`config.mk`:
```
export PLATFORM = sky130hd
export DESIGN_NAME = ysyx_22040729_ifu_fetch
export DESIGN_NICKNAME = d
export VERILOG_FILES = /design/src/rtl/ysyx_22040729_ifu_fetch.sv
export SDC_FILE = /design/constraint.sdc
export NUM_CORES = 1
export LEC_CHECK = 0
export BUFFER_PORTS_ARGS = -buffer_cell sky130_fd_sc_hd__buf_4
export CAP_MARGIN = 15
export CORE_UTILIZATION = 38
export DETAILED_ROUTE_END_ITERATION = 10
export HOLD_SLACK_MARGIN = 0.05
export PLACE_DENSITY_LB_ADDON = 0.3
export SLEW_MARGIN = 30
export SYNTH_ARGS = -nofsm -noshare
export SYNTH_HDL_FRONTEND = slang
export SYNTH_SLANG_ARGS = --single-unit
```
`constraint.sdc`:
```
create_clock -name clk -period 4.05 [get_ports clk]
set_clock_uncertainty 0.2 [all_clocks]
set_input_delay 0.405 -clock clk [delete_from_list [all_inputs] [get_ports clk]]
set_output_delay 0.405 -clock clk [all_outputs]
set_load 0.02 [all_outputs]
```
`src/rtl/ysyx_22040729_ifu_fetch.sv`:
```
// Instruction fetch unit: owns the architectural PC, issues one instruction read at a
// time and hands {pc, inst, fault} to decode; redirects discard stale fetches.
module ysyx_22040729_ifu_fetch #(
    parameter int ADDR_WIDTH = 64,
    parameter int DATA_WIDTH = 64,
    parameter int INST_WIDTH = 32,
    parameter logic [ADDR_WIDTH-1:0] RESET_ADDR = 64'h8000_0000
) (
    input  logic                  clk,
    input  logic                  rst,
    input  logic                  redirect_valid,
    input  logic [ADDR_WIDTH-1:0] redirect_pc,
    output logic                  imem_req_valid,
    input  logic                  imem_req_ready,
    output logic [ADDR_WIDTH-1:0] imem_req_addr,
    input  logic                  imem_resp_valid,
    output logic                  imem_resp_ready,
    input  logic [DATA_WIDTH-1:0] imem_resp_data,
    input  logic                  imem_resp_err,
    output logic                  if_valid,
    input  logic                  if_ready,
    output logic [ADDR_WIDTH-1:0] if_pc,
    output logic [INST_WIDTH-1:0] if_inst,
    output logic                  if_fault
);

    typedef enum logic [1:0] {S_IDLE, S_REQ, S_WAIT, S_HOLD} state_t;

    state_t                state, state_n;
    logic [ADDR_WIDTH-1:0] pc, pc_n;
    logic                  drop, drop_n;
    logic [ADDR_WIDTH-1:0] req_addr_n;
    logic [ADDR_WIDTH-1:0] if_pc_n;
    logic [INST_WIDTH-1:0] if_inst_n;
    logic                  if_fault_n;
    logic                  launch;
    logic [ADDR_WIDTH-1:0] launch_pc;
    logic [ADDR_WIDTH-1:0] tgt_pc;
    logic [INST_WIDTH-1:0] resp_word;

    assign tgt_pc    = redirect_valid ? redirect_pc : pc;
    assign resp_word = pc[2] ? imem_resp_data[63:32] : imem_resp_data[31:0];

    always_comb begin
        state_n    = state;
        pc_n       = pc;
        drop_n     = drop;
        req_addr_n = imem_req_addr;
        if_pc_n    = if_pc;
        if_inst_n  = if_inst;
        if_fault_n = if_fault;
        launch     = 1'b0;
        launch_pc  = tgt_pc;

        if (redirect_valid) begin
            pc_n = redirect_pc;
        end

        case (state)
            S_IDLE: launch = 1'b1;
            S_REQ: begin
                // the bus request cannot be withdrawn, so a redirect only marks it stale
                drop_n = drop | redirect_valid;
                if (imem_req_valid && imem_req_ready) begin
                    state_n = S_WAIT;
                end
            end
            S_WAIT: begin
                if (imem_resp_valid) begin
                    if (drop || redirect_valid) begin
                        drop_n = 1'b0;
                        launch = 1'b1;
                    end else begin
                        state_n    = S_HOLD;
                        if_pc_n    = pc;
                        if_inst_n  = resp_word;
                        if_fault_n = imem_resp_err;
                    end
                end else if (redirect_valid) begin
                    drop_n = 1'b1;
                end
            end
            S_HOLD: begin
                if (redirect_valid) begin
                    launch = 1'b1;
                end else if (if_ready) begin
                    pc_n      = pc + ADDR_WIDTH'(4);
                    launch_pc = pc + ADDR_WIDTH'(4);
                    launch    = 1'b1;
                end
            end
            default: state_n = S_IDLE;
        endcase

        // a misaligned fetch address never reaches the bus; it is reported as a fault
        if (launch) begin
            if (launch_pc[1:0] != 2'b00) begin
                state_n    = S_HOLD;
                if_pc_n    = launch_pc;
                if_inst_n  = '0;
                if_fault_n = 1'b1;
            end else begin
                state_n    = S_REQ;
                req_addr_n = launch_pc;
            end
        end
    end

    always_ff @(posedge clk or negedge rst) begin
        if (!rst) begin
            state           <= S_IDLE;
            pc              <= RESET_ADDR;
            drop            <= 1'b0;
            imem_req_addr   <= RESET_ADDR;
            imem_req_valid  <= 1'b0;
            imem_resp_ready <= 1'b0;
            if_valid        <= 1'b0;
            if_pc           <= '0;
            if_inst         <= '0;
            if_fault        <= 1'b0;
        end else begin
            state           <= state_n;
            pc              <= pc_n;
            drop            <= drop_n;
            imem_req_addr   <= req_addr_n;
            imem_req_valid  <= (state_n == S_REQ);
            imem_resp_ready <= (state_n == S_WAIT);
            if_valid        <= (state_n == S_HOLD);
            if_pc           <= if_pc_n;
            if_inst         <= if_inst_n;
            if_fault        <= if_fault_n;
        end
    end

endmodule

```
==> key figures <==
Route
  • Drt total wl: ~32 mm
  • Post-DRT Antenna Nets: 0
  • Vias: around 9,500
  • Via density: slightly above 5
  • Remaining DRCs: 0
  • Drt first-iter violations: between 400 and 500
  • Drt wl/cell: 17.3 um
  • DR pass1 iterations: 7

Clocking
  • Worst-path clk slew: 0.06 ns
  • Post_cts resized: 0
  • H-Tree Level Count: 1
  • CTS tree: yes
  • Num Clock Sinks: roughly 230
  • CTS max path bufs: 3
  • Hold_buf cts: between 100 and 150
  • Num CTS Buffers: 27
  • Worst skew pair latency: ~0.52 ns
  • Clk root buf: clkbuf_16
  • Post-CTS Setup Bufs: 0

Synthesis
  • Synth Area in Adders: 0.452%
  • Synth Area in Simple Gates: 15.3%
  • Average instance area after synthesis: 10.2 um^2
  • Area of the mapped netlist: between 0.01 and 0.015 mm^2
  • Post-synth cell types: 54
  • Post-Synth XOR/XNOR Area: approximately 3.6%
  • Sequential area share after synthesis: a little over half
  • Flops & latches, synth: approximately 230
  • Largest family of logic cells by synthesized area: simple AND/OR/NAND/NOR gates
  • Synthesis Warnings: 0
  • Syn Inst Count: approximately 1,100
  • Multiplexer area fraction after synthesis: 11.5%
  • Ys flop type: dfrtp_1
  • Mapped Nets: approximately 1,200
  • EDFF count, synth: 0
  • Asr flop ratio synth: 100%
  • Compound-Gate Fraction of Synth Area: roughly an eighth

STA
  • Final setup margin: between 0.7 and 0.8 ns
  • Final Max Slew Viols: 0
  • Fin Setup TNS: 0 ns
  • Fin. Hold Viols: 0
  • Final setup fails: 0
  • Post-layout min period: 3.27 ns
  • Rel. slew slack: 33.3%
  • Unrepaired setup endpoints after global routing: no
  • Max Clk Rate: approximately 300 MHz
  • Crit share post-route: 80.8%
  • Worst Tran Pin Value: 0.992 ns

Min path
  • Worst hold endpoint: if_inst[3]$_DFF_PN0_
  • Hold_sp: imem_resp_data[3]
  • Cell depth of the worst hold path: 3
  • Hold crit path type: in2reg

GRT
  • Initial antenna violation count: 1
  • Pin count of the biggest net entering global routing: approximately 140
  • Global-route wire length before repair: roughly 52 mm
  • GRT Resource Usage Total: a little over a fifth
  • Number of global-route vias before repair: 9,556
  • Global route total overflow: 0

Power and ir drop
  • Switch Pwr: between 3 and 4 mW
  • Comb pwr share: between 40 and 50%
  • Int Power: approximately 6.5 mW
  • Seq pwr share: 34.7%
  • LEAKAGE: ~7.2 nW
  • Max VDD drop: about 0.38 mV
  • Clk pwr share: 24.6%
  • Pwr per Cell Area: about 650 mW/mm^2
  • Switching share of power: 37.1%

Critical path
  • CP Data Required Time: roughly 4.2 ns
  • Critical setup path kind: reg2reg
  • Crit path max-delay cell type: or4_1
  • Reg2reg setup slack: around 0.78 ns
  • Cell Chain, Critical Path: buf_4 -> nand2_1 -> or4_1 -> nor4_2 -> nand3_1 -> a221oi_1 -> o21ai_0
  • Reg2reg end: imem_req_addr[61]$_DFFE_PN0P_
  • Worst Setup Start Kind: flip-flop
  • Critical Path Fanout Max: 37
  • Worst EP arrival: between 3 and 4 ns
  • R2r startpoint: pc[2]$_DFF_PN0_
  • R2r worst-path depth: 7
  • Slowest stage delay, CP: 0.72 ns
  • Setup crit end kind: flip-flop

Placed design
  • GP Congestion: 0.799
  • Hpwl dp: about 21 mm
  • Dpl ws: ~0.75 ns
  • Port bufs: slightly below 300

Die
  • Die area: 0.0298 mm^2
  • # IOs: 299
  • # rows: between 60 and 70
  • Initial Util: roughly 39%
  • Core Region: 0.0287 mm^2
  • DIE HEIGHT: between 150 and 200 um
  • Die width: 173 um

Layout
  • Fillcell total: ~2,500
  • Area grow syn2layout: 42.1%
  • Share of post-route cells with drive strength above 1: 27.7%
  • Final Net Count: 1,597

Status
  • Outcome: complete, no violations

Job
  • Maxcap violations: 0
layer usage:
| layer | track usage (%) | wire [um] | vias up |
|---|---|---|---|
| li1 | - | - | 4590 |
| met1 | 29.6 | 14500 | 4573 |
| met2 | 34.6 | 14900 | 280 |
| met3 | 4.40 | 1900 | 62 |
| met4 | 6.58 | 883 | 0 |
| met5 | 0 | 0 | - |
cell families after synthesis:
kind of cell             after synthesis
buffers and inverters                124
multiplexers                         123
AO/OA/AOI/OAI                        216
XOR/XNOR                              46
adder cells (fa/ha/maj)                4
AND/OR/NAND/NOR                      338
flip-flops                           231
registers in the layout (all words and copies together) (netlist names):
| signal | cells |
|---|---|
| drop | 1 |
| imem_resp_ready | 1 |
| if_pc | 64 |
| imem_req_addr | 64 |
| if_valid | 1 |
| pc | 64 |
| state | 2 |
| if_inst | 32 |
| if_fault | 1 |
| imem_req_valid | 1 |
cell type report:
cell class | count | area, um^2 | area share (%)
Multi-Input combinational cell | 727 | 4830 | 30.7
Tap cell | 384 | 480 | 3.06
Antenna cell | 1 | 2.50 | 0.0159
Clock inverter | 13 | 180 | 1.15
Sequential cell | 231 | 5780 | 36.8
Timing Repair Buffer | 421 | 3500 | 22.3
Clock buffer | 36 | 759 | 4.83
Inverter | 50 | 188 | 1.19
power groups by stage:
stage / Clock [mW] / Sequential (mW) / Combinational (mW)
floorplan: 0 / 4.28 / 1.62
global placement: 0 / 3.58 / 4.03
detailed placement: 0 / 3.60 / 4.09
CTS: 2.59 / 3.57 / 4.22
global route: 2.69 / 3.67 / 4.55
finish: 2.53 / 3.57 / 4.19
synthesized netlist by cell type (all sizes together), types with 2 or more instances:
cell	number	area, um^2
buf	8	37.5
a31oi	2	18.8
nor2	73	274
a211oi	68	526
xor2	29	254
a211o	2	17.5
a21oi	37	185
and2	5	31.3
mux2	32	360
a221oi	4	41.3
o22ai	2	12.5
xnor2	17	149
dfrtp	229	5730
o21a	9	67.6
and4	9	78.8
nand4	22	144
nor4	22	159
and3	11	68.8
nand2	109	409
nor4b	2	23.8
inv	49	184
or3	5	36.3
clkbuf	66	248
ha	4	50.1
nand3	25	125
or4	6	45.0
nor3	10	50.1
a21o	13	97.6
or2	3	18.8
o21ai	72	360
a311o	2	20.0
nor2b	33	206
dfstp	2	52.6
mux2i	91	911
critical path: cells and delay by family (launching register included):
family	cells	cell delay, ns
compound gates	2	0.65
buf+inv	1	0.48
flops	1	0.36
simple gates	4	1.45
layout by cell type (no fill, tap or decap), types with 3 or more instances in the layout:
cell,instances
buf_4,307
nand2_1,109
or3_1,4
a211oi_1,65
buf_12,5
o21ai_0,70
nand4_1,21
clkinvlp_4,3
ha_1,4
and3_1,10
nor2b_1,33
nor4_1,20
nor3_1,10
xnor2_1,17
dfrtp_1,228
or4_1,6
clkbuf_16,27
bufinv_16,4
o21a_1,9
a211oi_2,3
clkbuf_1,4
a221oi_1,3
clkinv_2,4
xor2_1,29
mux2_2,31
inv_1,49
or2_2,3
nand3_1,25
and2_1,5
a21o_1,13
nor2_1,72
dlygate4sd3_1,108
a21oi_1,37
mux2i_1,91
clkbuf_8,5
and4_1,9
stage by stage:
step	utilization (%)	std cells	instance area [um^2]	hold WS (ns)	total power [mW]
finish	54.8	1863	15700	0.0603	10.3
global route	54.8	1863	15700	0.0591	10.9
CTS	54.8	1862	15700	0.0508	10.4
detailed placement	47.7	1705	13700	0.272	7.68
global placement	47.7	1705	13700	0.263	7.61
floorplan	-	1082	11100	-0.0906	5.91
worst max-delay path by stage:
stage | from | end | slack [ns] | depth (start not counted)
floorplan | state[1]$_DFF_PN0_ | imem_req_addr[62]$_DFFE_PN0P_ | 1.27 | 9
global placement | state[1]$_DFF_PN0_ | imem_req_addr[58]$_DFFE_PN0P_ | 0.90 | 7
detailed placement | pc[2]$_DFF_PN0_ | imem_req_addr[61]$_DFFE_PN0P_ | 0.75 | 7
CTS | pc[2]$_DFF_PN0_ | imem_req_addr[61]$_DFFE_PN0P_ | 0.75 | 7
global route | state[1]$_DFF_PN0_ | imem_req_addr[62]$_DFFE_PN0P_ | 0.41 | 7
finish | pc[2]$_DFF_PN0_ | imem_req_addr[61]$_DFFE_PN0P_ | 0.78 | 7
(Power assumes the default switching activity.)
